## src/rtl/level_engine.sv

```systemverilog
// Level engine: wall tables, bomb fuse/blast FSM, registered VGA colour and collision.
// Latency: colour and collision one cycle after inputs; no backpressure, every cycle accepted.
module level_engine #(
    parameter int NUM_WALLS   = 8,
    parameter int NUM_BWALLS  = 2,
    parameter int FUSE_TICKS  = 3,
    parameter int BLAST_RANGE = 20,
    parameter int CHAR_HX     = 13,
    parameter int CHAR_HY     = 28,
    parameter int BOMB_SIZE   = 10,
    parameter int SCREEN_W    = 635,
    parameter int SCREEN_H    = 475
) (
    input  logic                  clk,
    input  logic                  rst,
    input  logic                  active,
    input  logic                  enable,
    input  logic                  frame_tick,
    input  logic [9:0]            col,
    input  logic [9:0]            row,
    input  logic [9:0]            char_pos_x,
    input  logic [9:0]            char_pos_y,
    input  logic                  char_pix,
    input  logic                  bomb_drop,
    input  logic                  wr_en,
    input  logic                  wr_brk,
    input  logic [3:0]            wr_idx,
    input  logic [39:0]           wr_data,
    output logic [7:0]            VGA_R,
    output logic [7:0]            VGA_G,
    output logic [7:0]            VGA_B,
    output logic                  coll,
    output logic                  death,
    output logic                  bomb_busy,
    output logic [NUM_BWALLS-1:0] bwall_alive
);

    localparam int CW = $clog2(FUSE_TICKS + 1);
    localparam logic [CW-1:0]     LP_FT  = CW'(FUSE_TICKS);
    localparam logic signed [10:0] S_ZERO = '0;
    localparam logic signed [10:0] S_HX   = 11'(CHAR_HX);
    localparam logic signed [10:0] S_HY   = 11'(CHAR_HY);
    localparam logic signed [10:0] S_BS   = 11'(BOMB_SIZE);
    localparam logic signed [10:0] S_BR   = 11'(BLAST_RANGE);
    localparam logic signed [10:0] S_SW   = 11'(SCREEN_W);
    localparam logic signed [10:0] S_SH   = 11'(SCREEN_H);

    typedef enum logic [1:0] {ST_IDLE, ST_FUSE, ST_BLAST} state_t;

    // Slot layout {l,r,u,d}; l >= r marks the slot as unused.
    function automatic logic signed [10:0] f_fld(input logic [9:0] v);
        return $signed({1'b0, v});
    endfunction

    function automatic logic f_en(input logic [39:0] w);
        return w[39:30] < w[29:20];
    endfunction

    function automatic logic f_in_box(input logic [39:0] w,
                                      input logic signed [10:0] x,
                                      input logic signed [10:0] y);
        return (f_fld(w[39:30]) < x) && (x < f_fld(w[29:20])) &&
               (f_fld(w[19:10]) < y) && (y < f_fld(w[9:0]));
    endfunction

    function automatic logic f_overlap(input logic [39:0] w,
                                       input logic signed [10:0] bl,
                                       input logic signed [10:0] br,
                                       input logic signed [10:0] bu,
                                       input logic signed [10:0] bd);
        return f_en(w) && (bl <= f_fld(w[29:20])) && (br >= f_fld(w[39:30])) &&
               (bu <= f_fld(w[9:0])) && (bd >= f_fld(w[19:10]));
    endfunction

    logic [39:0]        r_wall  [NUM_WALLS];
    logic [39:0]        r_bwall [NUM_BWALLS];
    state_t             r_state, w_state_nxt;
    logic [CW-1:0]      r_cnt, w_cnt_nxt;
    logic signed [10:0] r_bomb_x, r_bomb_y;
    logic               r_active_d;

    logic               w_run, w_drop_ok;
    logic signed [10:0] w_col, w_row, w_cx, w_cy;
    logic signed [10:0] w_char_l, w_char_r, w_char_u, w_char_d;
    logic signed [10:0] w_bomb_l, w_bomb_r, w_bomb_u, w_bomb_d;
    logic               w_solid_px, w_brk_px, w_bomb_px, w_char_px;
    logic               w_edge_hit, w_wall_hit, w_death_hit;
    logic [NUM_BWALLS-1:0] w_bclr;

    assign w_run     = active & enable;
    assign w_drop_ok = (r_state == ST_IDLE) && w_run && bomb_drop;
    assign w_col     = f_fld(col);
    assign w_row     = f_fld(row);
    assign w_cx      = f_fld(char_pos_x);
    assign w_cy      = f_fld(char_pos_y);
    assign w_char_l  = w_cx - S_HX;
    assign w_char_r  = w_cx + S_HX;
    assign w_char_u  = w_cy - S_HY;
    assign w_char_d  = w_cy + S_HY;
    assign w_bomb_l  = r_bomb_x - S_BS;
    assign w_bomb_r  = r_bomb_x + S_BS;
    assign w_bomb_u  = r_bomb_y - S_BS;
    assign w_bomb_d  = r_bomb_y + S_BS;

    assign VGA_G     = 8'h00;
    assign bomb_busy = (r_state != ST_IDLE);

    always_ff @(posedge clk) begin
        if (wr_en && !active) begin
            for (int i = 0; i < NUM_WALLS; i++)
                if (!wr_brk && wr_idx == 4'(i)) r_wall[i] <= wr_data;
            for (int i = 0; i < NUM_BWALLS; i++)
                if (wr_brk && wr_idx == 4'(i)) r_bwall[i] <= wr_data;
        end
    end

    always_comb begin
        w_solid_px = 1'b0;
        w_brk_px   = 1'b0;
        w_wall_hit = 1'b0;
        w_bclr     = '0;
        for (int i = 0; i < NUM_WALLS; i++) begin
            if (f_en(r_wall[i]) && f_in_box(r_wall[i], w_col, w_row)) w_solid_px = 1'b1;
            if (f_overlap(r_wall[i], w_char_l, w_char_r, w_char_u, w_char_d)) w_wall_hit = 1'b1;
        end
        for (int i = 0; i < NUM_BWALLS; i++) begin
            if (bwall_alive[i]) begin
                if (f_en(r_bwall[i]) && f_in_box(r_bwall[i], w_col, w_row)) w_brk_px = 1'b1;
                if (f_overlap(r_bwall[i], w_char_l, w_char_r, w_char_u, w_char_d)) w_wall_hit = 1'b1;
                // Vertical overlap plus horizontal gap under range on both sides.
                if (f_en(r_bwall[i]) &&
                    f_fld(r_bwall[i][19:10]) <= w_bomb_d && f_fld(r_bwall[i][9:0]) >= w_bomb_u &&
                    (f_fld(r_bwall[i][39:30]) - w_bomb_r) < S_BR &&
                    (w_bomb_l - f_fld(r_bwall[i][29:20])) < S_BR)
                    w_bclr[i] = 1'b1;
            end
        end
        w_bomb_px  = (r_state == ST_FUSE) &&
                     (w_bomb_l < w_col) && (w_col < w_bomb_r) &&
                     (w_bomb_u < w_row) && (w_row < w_bomb_d);
        w_char_px  = char_pix &&
                     (w_char_l <= w_col) && (w_col <= w_char_r) &&
                     (w_char_u <= w_row) && (w_row <= w_char_d);
        w_edge_hit = (w_char_l <= S_ZERO) || (w_char_r >= S_SW) ||
                     (w_char_u <= S_ZERO) || (w_char_d >= S_SH);
        w_death_hit = (w_char_l - S_BR <= w_bomb_r) && (w_char_r + S_BR >= w_bomb_l) &&
                      (w_char_u - S_BR <= w_bomb_d) && (w_char_d + S_BR >= w_bomb_u);
    end

    always_comb begin
        w_state_nxt = r_state;
        w_cnt_nxt   = r_cnt;
        if (!w_run) begin
            w_state_nxt = ST_IDLE;
            w_cnt_nxt   = '0;
        end else begin
            case (r_state)
                ST_IDLE: begin
                    if (bomb_drop) begin
                        w_state_nxt = ST_FUSE;
                        w_cnt_nxt   = '0;
                    end
                end
                ST_FUSE: begin
                    if (frame_tick) begin
                        w_cnt_nxt = r_cnt + 1'b1;
                        if (r_cnt + 1'b1 == LP_FT) w_state_nxt = ST_BLAST;
                    end
                end
                ST_BLAST: begin
                    w_state_nxt = ST_IDLE;
                    w_cnt_nxt   = '0;
                end
                default: w_state_nxt = ST_IDLE;
            endcase
        end
    end

    always_ff @(posedge clk) begin
        if (rst) begin
            r_state     <= ST_IDLE;
            r_cnt       <= '0;
            r_bomb_x    <= '0;
            r_bomb_y    <= '0;
            r_active_d  <= 1'b0;
            VGA_R       <= 8'h00;
            VGA_B       <= 8'h00;
            coll        <= 1'b0;
            death       <= 1'b0;
            bwall_alive <= '1;
        end else begin
            r_state    <= w_state_nxt;
            r_cnt      <= w_cnt_nxt;
            r_active_d <= active;
            if (w_drop_ok) begin
                r_bomb_x <= w_cx;
                r_bomb_y <= w_cy + S_HY - S_BS;
            end
            if (w_run) begin
                VGA_R <= (w_solid_px ? 8'hFF : 8'h00) | (w_char_px ? 8'hC8 : 8'h00);
                VGA_B <= (w_brk_px || w_bomb_px) ? 8'hFF : 8'h00;
                coll  <= w_edge_hit || w_wall_hit;
            end else begin
                VGA_R <= 8'h00;
                VGA_B <= 8'h00;
                coll  <= 1'b0;
            end
            // A fresh activation is a level restart.
            if (active && !r_active_d) begin
                bwall_alive <= '1;
                death       <= 1'b0;
            end else if (r_state == ST_BLAST && w_run) begin
                bwall_alive <= bwall_alive & ~w_bclr;
                if (w_death_hit) death <= 1'b1;
            end
        end
    end

endmodule

```

## config.mk

```make
export PLATFORM = sky130hd
export DESIGN_NAME = level_engine
export DESIGN_NICKNAME = d
export VERILOG_FILES = /design/src/rtl/level_engine.sv
export SDC_FILE = /design/constraint.sdc
export NUM_CORES = 1
export LEC_CHECK = 0
export ABC_AREA = 1
export BUFFER_PORTS_ARGS = -buffer_cell sky130_fd_sc_hd__buf_2
export CORE_ASPECT_RATIO = 1.5
export CORE_UTILIZATION = 60
export CTS_CLUSTER_SIZE = 10
export DETAILED_ROUTE_END_ITERATION = 10
export GPL_ROUTABILITY_DRIVEN = 0
export GPL_TIMING_DRIVEN = 0
export PLACE_DENSITY = 0.75
export RECOVER_POWER = 50
export SLEW_MARGIN = 15
export SYNTH_ARGS = -nofsm -noshare
export SYNTH_HDL_FRONTEND = slang
export SYNTH_SLANG_ARGS = --single-unit
```

## constraint.sdc

```tcl
create_clock -name clk -period 6.61 [get_ports clk]
set_input_delay 0.661 -clock clk [delete_from_list [all_inputs] [get_ports clk]]
set_output_delay 0.661 -clock clk [all_outputs]
set_load 0.02 [all_outputs]
```

# After elaboration in Yosys (flattened, before gate mapping)
# Memory sizes are Yosys's and may differ from the RTL's.
# Cells that the tools add are included.
dict set report op_classes {
  n_mux 92
  div 0
  n_eq_ne 13
  n_addsub 18
  n_mul 0
  bitwise_logic 5
  reduce_logical 139
  shifts 0
  order_cmp 114
}
# cell n
set ops {}
lappend ops {{10-bit < comparator} 50}
lappend ops {{40-bit two-way mux} 8}
lappend ops {{40-bit OR reduction} 8}
lappend ops {{11-bit <= comparator} 28}
lappend ops {{11-bit greater-or-equal comparator} 24}
lappend ops {{1-bit logical AND} 114}
lappend ops {{1-bit two-way mux} 67}
lappend ops {{11-bit < comparator} 4}
lappend ops {{11-bit by 6-bit < comparator with 1-bit output, second input constant} 4}
lappend ops {{11-bit subtractor} 4}
lappend ops {{8-bit two-way mux} 3}
lappend ops {{10-bit by 4-bit adder with 11-bit output, second input constant} 2}
lappend ops {{11-bit by 6-bit adder with 11-bit output, second input constant} 2}
lappend ops {{11-bit by 1-bit <= comparator with 1-bit output, second input constant} 2}
lappend ops {{10-bit by 4-bit subtractor with 11-bit output, second input constant} 2}
lappend ops {{11-bit by 5-bit subtractor with 11-bit output, second input constant} 2}
lappend ops {{11-bit by 6-bit subtractor with 11-bit output, second input constant} 2}
lappend ops {{3-bit two-way mux} 7}
lappend ops {{4-bit by 3-bit equality test with 1-bit output, second input constant} 4}
lappend ops {{10-bit by 5-bit adder with 11-bit output, second input constant} 1}
lappend ops {{11-bit by 5-bit adder with 11-bit output, second input constant} 1}
lappend ops {{11-bit by 10-bit greater-or-equal comparator with 1-bit output, second input constant} 1}
lappend ops {{11-bit greater-or-equal comparator, second input constant} 1}
lappend ops {{10-bit by 5-bit subtractor with 11-bit output, second input constant} 1}
lappend ops {{24 further kinds} 39}
dict set report totals {
  latch_bits 0
  memories 2
  mem_bits_ro 0
  inputBits 93
  reg_bits 46
  ramBits 400
  elab_cells 393
}
# name depth width read_ports rd_ports_with_merged_regs wr line
set mem_list {}
lappend mem_list {r_wall 8 40 8 0 1 75} ;# logic [39:0] r_wall [NUM_WALLS];
lappend mem_list {r_bwall 2 40 2 0 1 76} ;# logic [39:0] r_bwall [NUM_BWALLS];

# Depth between registers and ports, before layout
# Gate-level depths: netlist of the first run.
dict set report logic_depth {
  ltp_word 19
  mapped_depth 24
}

# Worst setup path before layout of the first run
# Ideal clock, no wire load.
dict set report synth_timing {
  path_type {input -> register}
  start {input port wr_en}
  end {memory r_bwall[0][0] (enable)}
  stages 4
  setup_slack_ns 1.350
  setup_time_ns 0.541
  arrival_time_ns 4.718
  cell_sequence {inv_1 > nor2_1 > nand2_1 > nor4_1}
}
dict set report synth_between {
  elab_chain_len 5
  word_cells_on_any_way 8
}
# item line
set synth_lines {}
lappend synth_lines {{from (decl)} 25} ;# input logic wr_en,
lappend synth_lines {{1-bit logical AND *} 109} ;# if (wr_en && !active) begin
lappend synth_lines {{1-bit two-way mux} 109}
lappend synth_lines {{1-bit two-way mux (not written as such)} 113} ;# if (wr_brk && wr_idx == 4'(i)) r_bwall[i] <= wr_data;
lappend synth_lines {{40-bit OR reduction (no source line)} --}
lappend synth_lines {{1-bit two-way mux (no source line)} --}
lappend synth_lines {{to (decl)} 76}
# Every way passes the cells marked *; elsewhere a longest branch is shown, timed or not.

# Worst setup path after layout of the first run
dict set report layout_timing {
  start {input port char_pos_x[0]}
  end {register coll}
}
dict set report layout_between {
  elab_chain_len 19
  word_cells_on_any_way 80
}
# item line
set layout_lines {}
lappend layout_lines {{from (decl)} 21} ;# input logic [9:0] char_pos_x,
lappend layout_lines {{10-bit by 4-bit subtractor with 11-bit output} 96} ;# assign w_char_l = w_cx - S_HX;
lappend layout_lines {{11-bit <= comparator} 71} ;# return f_en(w) && (bl <= f_fld(w[29:20])) && (br >= f_fld(w[39:30])) &&
lappend layout_lines {{1-bit logical AND (3 in a row)} 71}
lappend layout_lines {{1-bit logical AND} 72} ;# (bu <= f_fld(w[9:0])) && (bd >= f_fld(w[19:10]));
lappend layout_lines {{1-bit two-way mux (8 in a row)} 124} ;# if (f_overlap(r_wall[i], w_char_l, w_char_r, w_char_u, w_char_d)) w_wall_hit = 1'b1;
lappend layout_lines {{1-bit two-way mux} 129} ;# if (f_overlap(r_bwall[i], w_char_l, w_char_r, w_char_u, w_char_d)) w_wall_hit = 1'b1;
lappend layout_lines {{1-bit two-way mux} 127} ;# if (bwall_alive[i]) begin
lappend layout_lines {{1-bit two-way mux} 129}
lappend layout_lines {{1-bit two-way mux} 127}
lappend layout_lines {{1-bit logical OR *} 202} ;# coll <= w_edge_hit || w_wall_hit;
lappend layout_lines {{to (signal assigned)} 202}
lappend layout_lines {{to (decl)} 32} ;# output logic coll,
# Marked as above.
# A chain may end at the register's enable or synchronous reset.

==> flow_summary.ini, run 1 <==
[synthesis]
ys_ff_latch = 433
synthArstFlopShare_pct = 0
yosys.cell_types.count = 58
synth_area_per_cell_sq_um = 8.56
synth_top_cell_area_share_pct = 32.0
yosysWarnings = 0
synth_flop_cell = edfxtp_1
ys_seq_area_share_pct = 30.6
synth_area_leaders = ha_1 (32%), edfxtp_1 (29%), nand2_1 (8.5%)
syn_inst = 4844
synth_edf_count = 400
yosys.area.top_type = ha_1
synth.cell_area_sq_um = 41500

[run_status]
status = complete, no violations

[clock_network]
cts.sinks = 433
cts_tree = done
cts_root_buf = clkbuf_16
clkLatencyLatePin_ps = 630
cts_setup_buffers = 0
ctsResizeCount = 0
clk_pin_slew_ps = 60
cts_max_path_buffers = 3
cts_hold_buffers = 0
htreeDepth = 2
cts_buffers = 50

[worst_setup_path]
crit_path_end_kind = register
path_max_fanout = 27
worstPathRequired_ps = 7080
crit_type = primary input to register
cp.arrival_ps = 6010
cp-start-kind = primary input

[detailed_routing]
routed_via_density = 5.98
drt-wirelength-per-cell_um = 21.9
initialDrtViolationCount = 2634
wirelength_mm = 131
ant_nets = 0
drc = 0
firstDrtPassIters = 6
vias = 35600

[cells_and_area]
fillCellCount = 5792
area_delta_synth_final_pct = 8.47
final_nets = 6195
mostFrequentLayoutCell = ha_1
drive_gt1_share_pct = 4.80
final_cell_mix = ha_1 (1061), nand2_1 (939), inv_1 (774), a21oi_1 (447), edfxtp_1 (400)
seqCellArea_sq_um = 12700
fin_cells = 5958
multi_input_area_sq_um = 25700
final_core_utilization_pct = 66.1
stdcell_area_sq_um = 45000

[sta]
rsz0062_at_grt = false
hold_viol_final = 0
finClkSkew_ps = 20.8
layout_setup_ws_ps = 1070
fmax_ghz = 0.180
fin_crit_ps = 5540
worst_pin_slew_ps = 1340
setup_viol = 0
period_share_pct = 83.8
slew_headroom_pct = 10.6
final_max_slew_viol_count = 0

[place]
dp.cells = 5881
port_buffers = 111
place_area_sq_um = 43700
post-dp-hpwl_mm = 97.8
dp_slack_ps = 732

[global_route]
grt_pass1_wl_mm = 195
grt_start_max_net_pins = 28
first_global_vias = 34800
globalRouteOverflowTotal = 0
antenna_found_initial = 4
track_usage_pct = 37.4

[pwr]
cellPowerDensity_nw_per_um2 = 167
p_total_w = 0.00751
vdd_drop_max_v = 0.000212
p_leak_nw = 22.4

[floorplanning]
core_region_area_sq_um = 68100
fp.dieW_um = 217
dieHeight_um = 324
die_area_sq_um = 70200
num_rows = 117
ios = 122
initial_core_util_pct = 60.9

[job]
cap_violations = 0

[min_path]
min_path_type = primary input to register
==> layout make-up <==
type | count | area share [%]
clock buffer | 69 | 3.01
sequential | 433 | 28.2
multi-input combinational | 3595 | 57.2
antenna | 3 | 0.0167
clock inverter | 5 | 0.0556
timing repair buffer | 138 | 1.92
inverter | 783 | 6.53
tap | 892 | 2.48
buffer | 40 | 0.581
==> synth_stat cells, types with 10 or more instances <==
cell type and count:
ha_1 1061, nand2_1 939, inv_1 775, a21oi_1 447, edfxtp_1 400, nor2_1 325
o21ai_0 181, nand3_1 128, nand4_1 95, xor2_1 66, nor3_1 45, o211ai_1 39
a211oi_1 34, dfxtp_1 33, o2111ai_1 24, o21a_1 24, a21boi_0 22, a21o_1 22
buf_4 21, nand3b_1 17, nor4_1 16, o221ai_1 11, clkbuf_1 10, or2_2 10
==> stage by stage <==
stage | hold slack, ps | TNS (ps)
final | 263 | 0
after global routing | 249 | 0
after CTS | 246 | 0
after detailed placement | 485 | 0
after global placement | 472 | -135090
after floorplan | 456 | 0
==> report_power, final <==
part	switching (W)	internal [W]
clock network	0.00116	0.00140
logic	0.00128	0.000633
registers	0.0000227	0.00302
==> worst max-delay path, stage by stage <==
cell	delay, ps
buf_2	780
inv_1	360
ha_1	1040
inv_1	830
ha_1	580
nand3b_1	90
nand2_1	50
nand2_1	50
nand3_1	70
nand2_1	60
nand2_1	50
nand2_1	50
nand2_1	40
nand2_1	120
nand3_1	100
nor2_1	330
nor2_1	130
nand3_1	100
nand2_1	50
a21oi_1	380
==> sequential cells by signal (all words and copies together), names as in the netlist, 2 cells and up <==
signal,flops
r_wall,320
r_bomb_x,10
r_cnt,2
bwall_alive,2
r_bwall,80
r_state,2
r_bomb_y,11
VGA_R,2
==> metal layers <==
metal	wire, um	global-route usage (%)	part of all wire, %
met5	25	0	0.019
met1	47200	40.3	36
met2	60800	63.9	47
met4	12700	31.4	9.7
met3	9910	6.38	7.6
==> cells by family (layout without fill, tap and decap cells) <==
logic type | count (synthesis) | in the layout | share of synthesized area (%)
AND/OR/NAND/NOR | 1606 | 1606 | 16.3
AO/OA/AOI/OAI | 836 | 836 | 11.5
XOR/XNOR | 83 | 83 | 1.92
multiplexers | 1 | 1 | 0.0241
adder cells (fa/ha/maj) | 1061 | 1061 | 32.0
buffers and inverters | 823 | 1035 | 7.72
flip-flops | 433 | 433 | 30.6
other | 1 | 11 | 0.00904
==> worst paths after layout <==
kind | startpoint | to | slack (ps) | cells past startpoint
max | char_pos_x[0] | coll | 1070 | 20
min | rst | r_active_d | 260 | 2
max reg2reg | r_bomb_y[1] | bwall_alive[1] | 2530 | 13
min reg2reg | bwall_alive[1] | bwall_alive[1] | 490 | 2
Power figures use the tool's default switching activity.
==> run 2, diff against run 1 <==
clock period = 5.1 ns   (was 6.61 ns; I/O delays follow)
==> flow_summary.ini, run 2 (synthesized netlist as in run 1, its figures left out) <==
[pwr]
pwr-share-clk_pct = 34.1
internal_power_w = 0.00655
vdd_drop_max_v = 0.000273
p_total_w = 0.00973
cellPowerDensity_nw_per_um2 = 216
power_switching_w = 0.00318
p_sw_share_pct = 32.7
power_frac_seq_pct = 40.5
p_leak_nw = 22.4
comb_power_share_pct = 25.4

[worst_setup_path]
rrSetupSlack_ps = 1030
cp-endpoint = coll
cp-start-kind = primary input
startpoint = char_pos_x[0]
crit_path_end_kind = register
reg2reg_to = bwall_alive[1]
path_max_fanout = 27
worstPathRequired_ps = 5570
cp.arrival_ps = 5520
reg2reg_depth = 13
crit_type = primary input to register
r2r_start = r_bomb_y[1]

[job]
cap_violations = 0

[global_route]
grt_pass1_wl_mm = 195
globalRouteOverflowTotal = 0
track_usage_pct = 37.4
antenna_found_initial = 4
first_global_vias = 34800
grt_start_max_net_pins = 28

[sta]
fmax_ghz = 0.198
finClkSkew_ps = 20.6
final_max_slew_viol_count = 0
period_share_pct = 99.0
fin_crit_ps = 5050
hold_viol_final = 0
worst_pin_slew_ps = 1330
slew_headroom_pct = 11.0
fin_hold_ws_ps = 114
setup_viol = 0
rsz0062_at_grt = false

[floorplanning]
initial_core_util_pct = 60.9
core_region_area_sq_um = 68100
fp.dieW_um = 217
die_area_sq_um = 70200
ios = 122
num_rows = 117
dieHeight_um = 324

[run_status]
status = complete, no violations

[clock_network]
cts.sinks = 433
cts_buffers = 50
cts_root_buf = clkbuf_16
htreeDepth = 2
cts_max_path_buffers = 3
clk_pin_slew_ps = 60
cts_tree = done
clkLatencyLatePin_ps = 630

[cells_and_area]
area_delta_synth_final_pct = 8.48
fillCellCount = 5793
fin_cells = 5957
largest_reg_flops = 320
final_nets = 6195
seqCellArea_sq_um = 12700
drive_gt1_share_pct = 4.82
largest-register = r_wall
reg_top3 = r_wall: 320 flops, r_bwall: 80 flops, r_bomb_y: 11 flops
final_cell_mix = ha_1 (1060), nand2_1 (939), inv_1 (774), a21oi_1 (447), edfxtp_1 (400)
mostFrequentLayoutCell = ha_1
multi_input_area_sq_um = 25700

[detailed_routing]
initialDrtViolationCount = 2643
routed_via_density = 6.00
firstDrtPassIters = 8
drc = 0
drt-wirelength-per-cell_um = 21.9
ant_nets = 0
vias = 35700
wirelength_mm = 131

[place]
post-dp-hpwl_mm = 97.8
dp.cells = 5881
port_buffers = 111

[min_path]
hold_depth = 2
min_path_type = primary input to register
run 2: through the flow:
stage / utilization [%] / worst slack [ps] / setup TNS, ps / cell area, sq um
after global placement: 63.4 / -3170 / -246660 / 43200
after floorplan: - / -8.67 / -693 / 41500
after global routing: 66.1 / 2.28 / 0 / 45000
after CTS: 66.2 / 39.8 / 0 / 45100
final: 66.1 / 49.7 / 0 / 45000
after detailed placement: 64.2 / -627 / -777 / 43700
run 2: what timing repair did:
action,4_1_cts,5_1_grt
resized for setup,1,1
setup endpoints to repair,1,1
hold buffers,0,0
setup buffers,0,0
pin swaps,0,0
run 2: layout make-up:
class / instances / area share (%)
tap: 892 / 2.48
timing repair buffer: 138 / 1.93
clock inverter: 5 / 0.0556
buffer: 40 / 0.581
clock buffer: 69 / 3.01
antenna: 2 / 0.0111
sequential: 433 / 28.2
inverter: 783 / 6.53
multi-input combinational: 3595 / 57.2
run 2: worst max-delay path, cell delays in order:
cell and delay, ps:
clkbuf_4 520, inv_1 310, ha_2 290, inv_1 60, nand3_2 80, nand2_2 110
xor2_1 570, inv_1 640, ha_1 500, nand2_1 140, inv_1 50, a21oi_1 140
nand3_1 100, nand2_1 60, nand2_1 50, nand2_1 50, nand2_1 40, nand2_1 120
nand3_1 100, nor2_1 330, nor2_1 140, nand3_1 100, nand2_1 50, a21oi_1 370
run 2: worst min path at each step:
stage	start	end	slack [ps]
5_1_grt	rst	r_active_d	100
3_5_place_dp	bwall_alive[1]	bwall_alive[1]	490
3_3_place_gp	r_cnt[1]	r_cnt[1]	470
4_1_cts	rst	r_active_d	90
6_report	rst	r_active_d	110
2_1_floorplan	r_cnt[1]	r_cnt[1]	460
run 2: power groups by stage:
| stage | clock network, W | logic, W | registers (W) |
|---|---|---|---|
| after floorplan | 0 | 0.00156 | 0.00401 |
| after global placement | 0 | 0.00230 | 0.00401 |
| after global routing | 0.00345 | 0.00276 | 0.00394 |
| after CTS | 0.00333 | 0.00243 | 0.00394 |
| final | 0.00331 | 0.00248 | 0.00394 |
| after detailed placement | 0 | 0.00241 | 0.00401 |
run 2: per-layer routing:
metal  vias to the layer above  global-route usage [%]  share of wire, %
met2                      1519                    63.9                46
met5                         -                       0             0.019
li1                      17100                       -                 -
met4                         4                    31.4               9.9
met1                     16400                    40.3                36
met3                       634                    6.38               7.8
